===== src/rtl/io_mem_scheduler.sv =====
// io_mem_scheduler: round-robin sharing of one single-ported IO memory between IO requesters
package gc;
   localparam int WORD_SIZE = 16;
endpackage

module io_mem_scheduler #(
   parameter int WORD_SIZE = gc::WORD_SIZE,
   parameter int IO_COUNT = 4,
   parameter int MEM_LATENCY = 2
) (
   input  logic                          clk,
   input  logic                          rst,
   input  logic [IO_COUNT-1:0]           req,
   input  logic [IO_COUNT-1:0]           reqWe,
   input  logic [IO_COUNT*WORD_SIZE-1:0] reqAddr,
   input  logic [IO_COUNT*WORD_SIZE-1:0] reqData,
   output logic [IO_COUNT-1:0]           gnt,
   output logic [WORD_SIZE-1:0]          rdata,
   output logic [IO_COUNT-1:0]           rvalid,
   output logic [WORD_SIZE-1:0]          memAdd,
   output logic                          memRd,
   output logic                          memWe,
   output logic [WORD_SIZE-1:0]          memDataOut,
   input  logic [WORD_SIZE-1:0]          memDataIn
);
   localparam int PW = $clog2(IO_COUNT);
   logic [PW-1:0] ptr, winIdx, nextPtr, issueIdx;
   logic found, accept;
   int cand;
   logic [MEM_LATENCY-1:0] tagValid;
   logic [PW-1:0] tagIdx [MEM_LATENCY];

   // rotating-priority search from ptr; the last hit in the descending scan is the nearest one
   always_comb begin
      found = 1'b0;
      winIdx = '0;
      cand = 0;
      for (int k = IO_COUNT - 1; k >= 0; k--) begin
         cand = (int'(ptr) + k) % IO_COUNT;
         if (req[PW'(cand)]) begin
            found = 1'b1;
            winIdx = PW'(cand);
         end
      end
      gnt = (found && !rst) ? IO_COUNT'(1) << winIdx : '0;
      accept = |gnt;
      nextPtr = (winIdx == PW'(IO_COUNT - 1)) ? '0 : winIdx + PW'(1);
   end

   // issue stage: the winner's request is registered onto the memory port
   always_ff @(posedge clk) begin
      if (rst) begin
         ptr <= '0;
         memRd <= 1'b0;
         memWe <= 1'b0;
         memAdd <= '0;
         memDataOut <= '0;
         issueIdx <= '0;
      end else if (accept) begin
         ptr <= nextPtr;
         memRd <= ~reqWe[winIdx];
         memWe <= reqWe[winIdx];
         memAdd <= reqAddr[winIdx*WORD_SIZE +: WORD_SIZE];
         memDataOut <= reqData[winIdx*WORD_SIZE +: WORD_SIZE];
         issueIdx <= winIdx;
      end else begin
         memRd <= 1'b0;
         memWe <= 1'b0;
      end
   end

   // tag pipeline follows each read through the memory latency; reset drops in-flight reads
   always_ff @(posedge clk) begin
      if (rst) begin
         tagValid <= '0;
      end else begin
         tagValid[0] <= memRd;
         for (int s = 1; s < MEM_LATENCY; s++) tagValid[s] <= tagValid[s-1];
      end
      tagIdx[0] <= issueIdx;
      for (int s = 1; s < MEM_LATENCY; s++) tagIdx[s] <= tagIdx[s-1];
   end

   // return path: capture read data and strobe the requester that issued it
   always_ff @(posedge clk) begin
      if (rst) begin
         rdata <= '0;
         rvalid <= '0;
      end else begin
         rvalid <= tagValid[MEM_LATENCY-1] ? IO_COUNT'(1) << tagIdx[MEM_LATENCY-1] : '0;
         if (tagValid[MEM_LATENCY-1]) rdata <= memDataIn;
      end
   end
endmodule


===== config.mk =====
export PLATFORM = sky130hd
export DESIGN_NAME = io_mem_scheduler
export DESIGN_NICKNAME = d
export VERILOG_FILES = /design/src/rtl/io_mem_scheduler.sv
export SDC_FILE = /design/constraint.sdc
export NUM_CORES = 1
export LEC_CHECK = 0
export BUFFER_PORTS_ARGS = -buffer_cell sky130_fd_sc_hd__buf_2
export CORE_AREA = 3 3 98 100
export DETAILED_ROUTE_END_ITERATION = 16
export DIE_AREA = 0 0 101 103
export HOLD_SLACK_MARGIN = 0.06
export PLACE_DENSITY = 0.76
export SETUP_SLACK_MARGIN = 0.4
export SLEW_MARGIN = 20
export SYNTH_ARGS = -nofsm -noshare
export SYNTH_HDL_FRONTEND = slang
export SYNTH_SLANG_ARGS = --single-unit

===== constraint.sdc =====
create_clock -name clk -period 3.5 [get_ports clk]
set_clock_uncertainty 0.1 [all_clocks]
set_input_delay 0.7 -clock clk [delete_from_list [all_inputs] [get_ports clk]]
set_output_delay 0.7 -clock clk [all_outputs]
set_load 0.01 [all_outputs]

==> results.md, run 1 <==
| Metric | Reported |
|---|---|
| Avg Inst Size Synth | 9.96 um^2 |
| Count of vias placed by the detailed router | 3576 |
| H-tree depth | 3 |
| Final HPWL from detailed placement | 8.30 mm |
| Fmax | 333 MHz |
| Origin of the worst min-delay path | tagIdx[0][0] |
| Max-slew violation count | 0 |
| Worst reg2reg path depth | 10 |
| Overflow after GRT | 0 |
| Cells after Synth | 343 |
| Standard cell core area | 8760 um^2 |
| Path class of the lowest-slack min-delay path | flop to flop |
| Global-route wire length before repair | 16.9 mm |
| Number of sinks handled by clock tree synthesis | 64 |
| Slew HR | 39.2% |
| Drt first-iter violations | 91 |
| Final clock period utilization by the worst path | 85.9% |
| Final hold slack | 228 ps |
| Layout overhead on the synthesized area | 41.4% |
| Non-Filler Instances | 657 |
| Stage delay of the slowest cell on the critical path | 620 ps |
| Most common cell after layout, fill and taps aside | sky130_fd_sc_hd__buf_2 |
| Cell depth of the worst hold path | 0 |
| Met1 Usage GRT | 23.4% |
| Height of the chip | 103 um |
| Summed instance area of the synthesized netlist | 3420 um^2 |
| Placed Cells incl. Taps | 642 |
| Worst flop-to-flop path endpoint | memAdd[4] |
| Largest delay share family, worst path | simple AND/OR/NAND/NOR gates |
| Met2 usage in global routing | 37.6% |
| Leakage Power | 2.34 nW |
| Number of different library cells in the post-synthesis netlist | 34 |
| Post-cts hold buffer count | 0 |
| Final setup fails | 0 |
| Most used cell, CP | sky130_fd_sc_hd__buf_2 |
| Final ANT Viol Nets | 0 |
| Clock transition at the registers of the reported paths | 60 ps |
| Part of the Yosys area used for sequential elements | 37.5% |
| Reg2Reg Launch Point | ptr[0] |
| Total Routing Usage GR | 20.7% |
| Most frequent cells in the layout | sky130_fd_sc_hd__buf_2, sky130_fd_sc_hd__dfxtp_1, sky130_fd_sc_hd__nand3_1 |
| Filler Cells Inserted | 835 |
| Full die area | 10400 um^2 |
| TritonCTS clock tree | done |
| Setup slack, reg-to-reg | 750 ps |
| Standard-cell rows | 34 |
| Flip-flop and latch count after synthesis | 64 |
| CP endpoint kind | output port |
| Cell type of the slowest stage on the worst timing path | sky130_fd_sc_hd__or4_1 |
| Power density normalized to cell area | 494 nW/um^2 |
| Share of final-layout standard cells stronger than drive strength 1 | 52.8% |
| Power Total | 2.39 mW |
| Terminating pin of the worst hold path | tagIdx[0][2] |
| Net total in the final layout | 702 |
| Post-place setup slack | 65.8 ps |
| Biggest fanout along the worst timing path | 3 |
| Diodes inserted | 0 |
| Latest clock arrival within the worst-skew pair | 330 ps |
| DRC violation count after routing | 0 |
| Type of element launching the critical path | input port |
| Setup Crit Path Kind | input port to output port |
| Inserted Clock Buffers | 9 |
| Crit path buffers/inverters | 3 |
| Maxcap violations | 0 |
| Largest net degree at the start of global routing | 34 |
| Die Span X | 101 um |
| Total nets after synthesis | 499 |
| Maximum vdd drop | 0.000180 V |
| Worst-path cell chain | buf_2 -> nor2b_4 -> or4_1 -> nand2_8 -> inv_8 -> ha_4 -> and2_1 -> buf_2 |
| Total cell area at the placement stage | 4650 um^2 |
| Result of the run | completed |
| Measured slew at the worst slew-check pin | 911 ps |
| Average routed wire per standard cell | 16.9 um |
| Effective utilization at floorplan | 39.0% |
| GRT Max-Usage Layer | met2 |
| Warning count from the yosys run | 0 |
| Drt first pass iters | 4 |
| Unrepaired setup endpoints after global routing | no |
| Core occupancy in the finished layout | 55.1% |
| Routability cong. | 0.830 |
| Initial antenna violation count | 0 |
| Final critical-path setup slack | 494 ps |
| Root Driver | sky130_fd_sc_hd__clkbuf_8 |
| Via count of the first global-routing pass | 3494 |
| Final number of hold-violating endpoints | 0 |
| Final WL | 11.1 mm |
| Via/cell ratio | 5.44 |
| Min Clock Period, post-route | 3010 ps |
| Global routing met3 resource utilization | 4.74% |
| Data required time of the worst path | 2700 ps |
| Post-route design area | 4830 um^2 |
| Summed negative setup slack over all endpoints | 0 ps |
| WP data arrival | 2210 ps |
| # port buffers | 211 |
| I/O Pins | 212 |
| Max clock buf depth | 2 |
## per-layer routing
layer	wire length, um	up-vias
met5	0	-
met4	171	0
met3	936	20
met2	5760	165
met1	4230	1681
li1	-	1710
## kinds of logic after synthesis
kind of cell / after synthesis / share of synthesized area, %
flops: 64 / 37.5
mux: 51 / 19.3
fa+ha+maj: 2 / 0.732
buf+inv: 38 / 6.11
simple gates: 85 / 13.4
compound gates: 103 / 22.9
## layout make-up
| class | instances | area [um^2] | share of cell area [%] |
|---|---|---|---|
| multi-input cells | 241 | 2030 | 42.1 |
| flip-flops and latches | 64 | 1280 | 26.5 |
| repair buffers | 227 | 1200 | 24.9 |
| clock buffers | 11 | 141 | 2.93 |
| well taps | 108 | 135 | 2.80 |
| clock inverters | 3 | 20.0 | 0.414 |
| inverters | 3 | 18.8 | 0.389 |
## flip-flops by register name (all words and copies together), names as in the netlist
signal      count
rdata          16
tagIdx          4
memRd           1
rvalid          4
issueIdx        2
memDataOut     16
memWe           1
ptr             2
tagValid        2
memAdd         16
## worst max-delay path by stage
stage | startpoint | endpoint | slack (ps) | cells after the start
final | req[2] | gnt[0] | 490 | 8
after global routing | req[2] | gnt[2] | 440 | 8
after global placement | req[3] | memAdd[9] | 140 | 9
after detailed placement | req[3] | memAdd[9] | 70 | 9
after CTS | req[3] | memAdd[9] | 420 | 9
after floorplan | req[0] | memAdd[0] | 330 | 12
## Yosys cell counts (all sizes together)
cell type | number | share of area (%)
a211oi | 31 | 6.8
a21boi | 1 | 0.22
a21oi | 2 | 0.29
a221o | 32 | 9.4
a221oi | 1 | 0.26
and2 | 2 | 0.37
and3 | 1 | 0.18
and3b | 3 | 0.77
buf | 9 | 2.8
clkbuf | 26 | 2.9
dfxtp | 64 | 37
ha | 2 | 0.73
inv | 3 | 0.48
mux2 | 33 | 14
mux2i | 18 | 5.3
nand2 | 4 | 0.92
nand3 | 35 | 5.1
nand3b | 1 | 0.22
nor2 | 26 | 2.9
nor2b | 8 | 1.5
nor3b | 1 | 0.22
nor4 | 1 | 0.37
nor4b | 1 | 0.44
o21ai | 34 | 5.0
o32ai | 1 | 0.48
o41ai | 1 | 0.48
or4 | 1 | 0.22
or4b | 1 | 0.29
## power breakdown
group / total (mW) / switching (mW) / internal, mW
Clock: 0.538 / 0.271 / 0.267
Sequential: 0.940 / 0.0795 / 0.861
Combinational: 0.908 / 0.455 / 0.454
## timing repair
item,4_1_cts,5_1_grt
gates resized for setup,0,3
setup buffers,0,1
setup endpoints to repair,0,21
Power figures use the tool's default switching activity.
==> run 2: changes to the inputs <==
CELL_PAD_IN_SITES_DETAIL_PLACEMENT = 1   (was not set)
CELL_PAD_IN_SITES_GLOBAL_PLACEMENT = 1   (was not set)
CORE_AREA = 3 3 115 117   (was 3 3 98 100)
CTS_BUF_LIST = sky130_fd_sc_hd__clkbuf_2   (was not set)
DIE_AREA = 0 0 118 120   (was 0 0 101 103)
GPL_ROUTABILITY_DRIVEN = 1   (was not set)
PLACE_DENSITY = not set   (was 0.76)
PLACE_DENSITY_LB_ADDON = 0.1   (was not set)
==> run 2 against run 1 <==
  * Maximum frequency barely moved
  * Non-clock buffer count down 1
  * Hold slack better by 20 ps
  * First-iteration DRC count grew 56%
  * Global-route usage down 3.0 points
  * Die area rose by 36%
  * Largest cell class unchanged
==> results.md, run 2 (same netlist as run 1, synthesis figures left out) <==
| Metric | Reported | vs previous |
|---|---|---|
| Power Internal | 1.46 mW | -7.5% |
| Worst-path cell chain | buf_2 -> nor2_1 -> or4b_4 -> nand2_8 -> inv_8 -> ha_4 -> and2_1 -> buf_2 |  |
| Crit path buffers/inverters | 3 | unchanged |
| Min Clock Period, post-route | 3010 ps | +0.0510 ps |
| Summed negative setup slack over all endpoints | 0 ps | unchanged |
| Most used cell, CP | sky130_fd_sc_hd__buf_2 |  |
| Average routed wire per standard cell | 17.5 um | +3.3% |
| H-tree depth | 3 | unchanged |
| Multi-input gate area in the final layout | 2030 um^2 | about the same |
| Largest delay share family, worst path | simple AND/OR/NAND/NOR gates |  |
| Final HPWL from detailed placement | 9.38 mm | +13% |
| Via count of the first global-routing pass | 3905 | +12% |
| Relative contribution of combinational cells to total power | 40.2% | +2.2 points |
| Max-slew violation count | 0 | unchanged |
| Max clock buf depth | 2 | unchanged |
| Post-cts hold buffer count | 0 | unchanged |
| Latest clock arrival within the worst-skew pair | 470 ps | +140 ps |
| Final setup fails | 0 | unchanged |
| Power Total | 2.28 mW | -4.7% |
| Data required time of the worst path | 2700 ps | about the same |
| Effective utilization at floorplan | 27.4% | -12 points |
| Largest net degree at the start of global routing | 34 | unchanged |
| Final ANT Viol Nets | 0 | unchanged |
| Stage delay of the slowest cell on the critical path | 580 ps | -40 ps |
| Setup Crit Path Kind | input port to output port |  |
| Root Driver | sky130_fd_sc_hd__clkbuf_2 |  |
| Core occupancy in the finished layout | 38.8% | -16 points |
| Unrepaired setup endpoints after global routing | no |  |
| Overflow after GRT | 0 | unchanged |
| NetSw | 0.813 mW | +0.95% |
| Leading registers by flop count | memAdd: 16 flops, memDataOut: 16 flops, rdata: 16 flops |  |
| Filler Cells Inserted | 1545 | +85% |
| WP data arrival | 2210 ps | about the same |
| Clock transition at the registers of the reported paths | 160 ps | +100 ps |
| Fmax | 333 MHz | about the same |
| Result of the run | completed |  |
| Maximum vdd drop | 0.000141 V | -22% |
| Via/cell ratio | 4.86 | -11% |
| Standard-cell rows | 41 | +21% |
| Leakage Power | 2.32 nW | -0.93% |
| Path class of the lowest-slack min-delay path | flop to flop |  |
| Global-route wire length before repair | 20.0 mm | +18% |
| Sequential cell fraction of total power | 41.2% | +1.8 points |
| TritonCTS clock tree | done |  |
| # port buffers | 211 | unchanged |
| Power density normalized to cell area | 471 nW/um^2 | -4.7% |
| Sequential standard cell area | 1280 um^2 | +0.20% |
| Number of sinks handled by clock tree synthesis | 64 | unchanged |
| Drt first-iter violations | 142 | +56% |
| Type of element launching the critical path | input port |  |
| Clk pwr share | 18.6% | -4.0 points |
| Final critical-path setup slack | 494 ps | -0.0510 ps |
| Drt first pass iters | 4 | unchanged |
| Net total in the final layout | 701 | -0.14% |
| Post-place setup slack | -38.7 ps | -105 ps |
| Final number of hold-violating endpoints | 0 | unchanged |
| Routability cong. | 0.789 | -4.9% |
| Measured slew at the worst slew-check pin | 956 ps | +45.4 ps |
| Inserted Clock Buffers | 9 | unchanged |
| Share of final-layout standard cells stronger than drive strength 1 | 52.8% | unchanged |
| Initial antenna violation count | 1 | +1 |
| Cell type of the slowest stage on the worst timing path | sky130_fd_sc_hd__or4b_4 |  |
| CP endpoint kind | output port |  |
| Setup slack, reg-to-reg | 620 ps | -130 ps |
| Total Routing Usage GR | 17.6% | -3.0 points |
| Die Span X | 118 um | +17% |
| I/O Pins | 212 | unchanged |
| Standard cell core area | 12500 um^2 | +42% |
| Count of vias placed by the detailed router | 3508 | -1.9% |
| Maxcap violations | 0 | unchanged |
| DRC violation count after routing | 0 | unchanged |
| Slew HR | 36.2% | -3.0 points |
| Most frequent cells in the layout | sky130_fd_sc_hd__buf_2, sky130_fd_sc_hd__dfxtp_1, sky130_fd_sc_hd__nand3_1 |  |
| Final clock period utilization by the worst path | 85.9% | about the same |
| Layout overhead on the synthesized area | 41.5% | about the same |
| Height of the chip | 120 um | +17% |
| Sw frac | 35.7% | +2.0 points |
| Biggest fanout along the worst timing path | 19 | +16 |
| Most common cell after layout, fill and taps aside | sky130_fd_sc_hd__buf_2 |  |
| Number of post-CTS setup repair buffers | 0 | unchanged |
| Full die area | 14200 um^2 | +36% |
| Final WL | 12.6 mm | +14% |
-- run 2: cell count changes in the layout (fill, tap and decap cells not counted), sizes merged --
cell,before,now
clkinv,1,3
buf,227,226
bufinv,0,1
clkbuf,11,10
clkinvlp,2,1
diode,0,1
-- run 2: cell type report --
class | instances | area share [%]
Antenna cell | 1 | 0.0518
Clock buffer | 10 | 1.04
Clock inverter | 5 | 1.01
Inverter | 3 | 0.388
Multi-Input combinational cell | 241 | 42.1
Sequential cell | 64 | 26.6
Tap cell | 172 | 4.45
Timing Repair Buffer | 226 | 24.4
-- run 2: layer usage --
layer | vias up | wire length, um | part of all wire (%) | global-route usage [%]
li1 | 1714 | - | - | -
met1 | 1659 | 5030 | 40 | 18.9
met2 | 122 | 6590 | 52 | 33.4
met3 | 13 | 816 | 6.5 | 5.23
met4 | 0 | 166 | 1.3 | 4.98
met5 | - | 0 | 0 | 0
-- run 2: final timing paths --
check | from | endpoint | cells after the start
hold reg to reg | tagIdx[0][0] | tagIdx[0][2] | 0
setup / recovery | req[3] | gnt[0] | 8
setup reg to reg | ptr[1] | memDataOut[0] | 8
hold / removal | tagIdx[0][0] | tagIdx[0][2] | 0
-- run 2: power groups by stage --
stage / registers (mW) / logic [mW] / clock network, mW
final: 0.937 / 0.916 / 0.423
after global routing: 0.955 / 1.01 / 0.477
after CTS: 0.939 / 0.934 / 0.442
after detailed placement: 0.951 / 0.933 / 0
after global placement: 0.949 / 0.913 / 0
after floorplan: 0.994 / 0.560 / 0
-- run 2: what timing repair did --
item / CTS / global route
endpoints found under the setup margin: 5 / 4
hold endpoints to repair: 0 / 0
gates resized for setup: 3 / 2
pin swaps: 0 / 1
-- run 2: metrics by stage --
step / instance area (um^2) / hold WS, ps / cells
floorplan: 3570 / 210 / 343
detailed placement: 4720 / 218 / 706
global placement: 4720 / 213 / 706
finish: 4830 / 248 / 722
CTS: 4830 / 250 / 721
global route: 4830 / 257 / 722
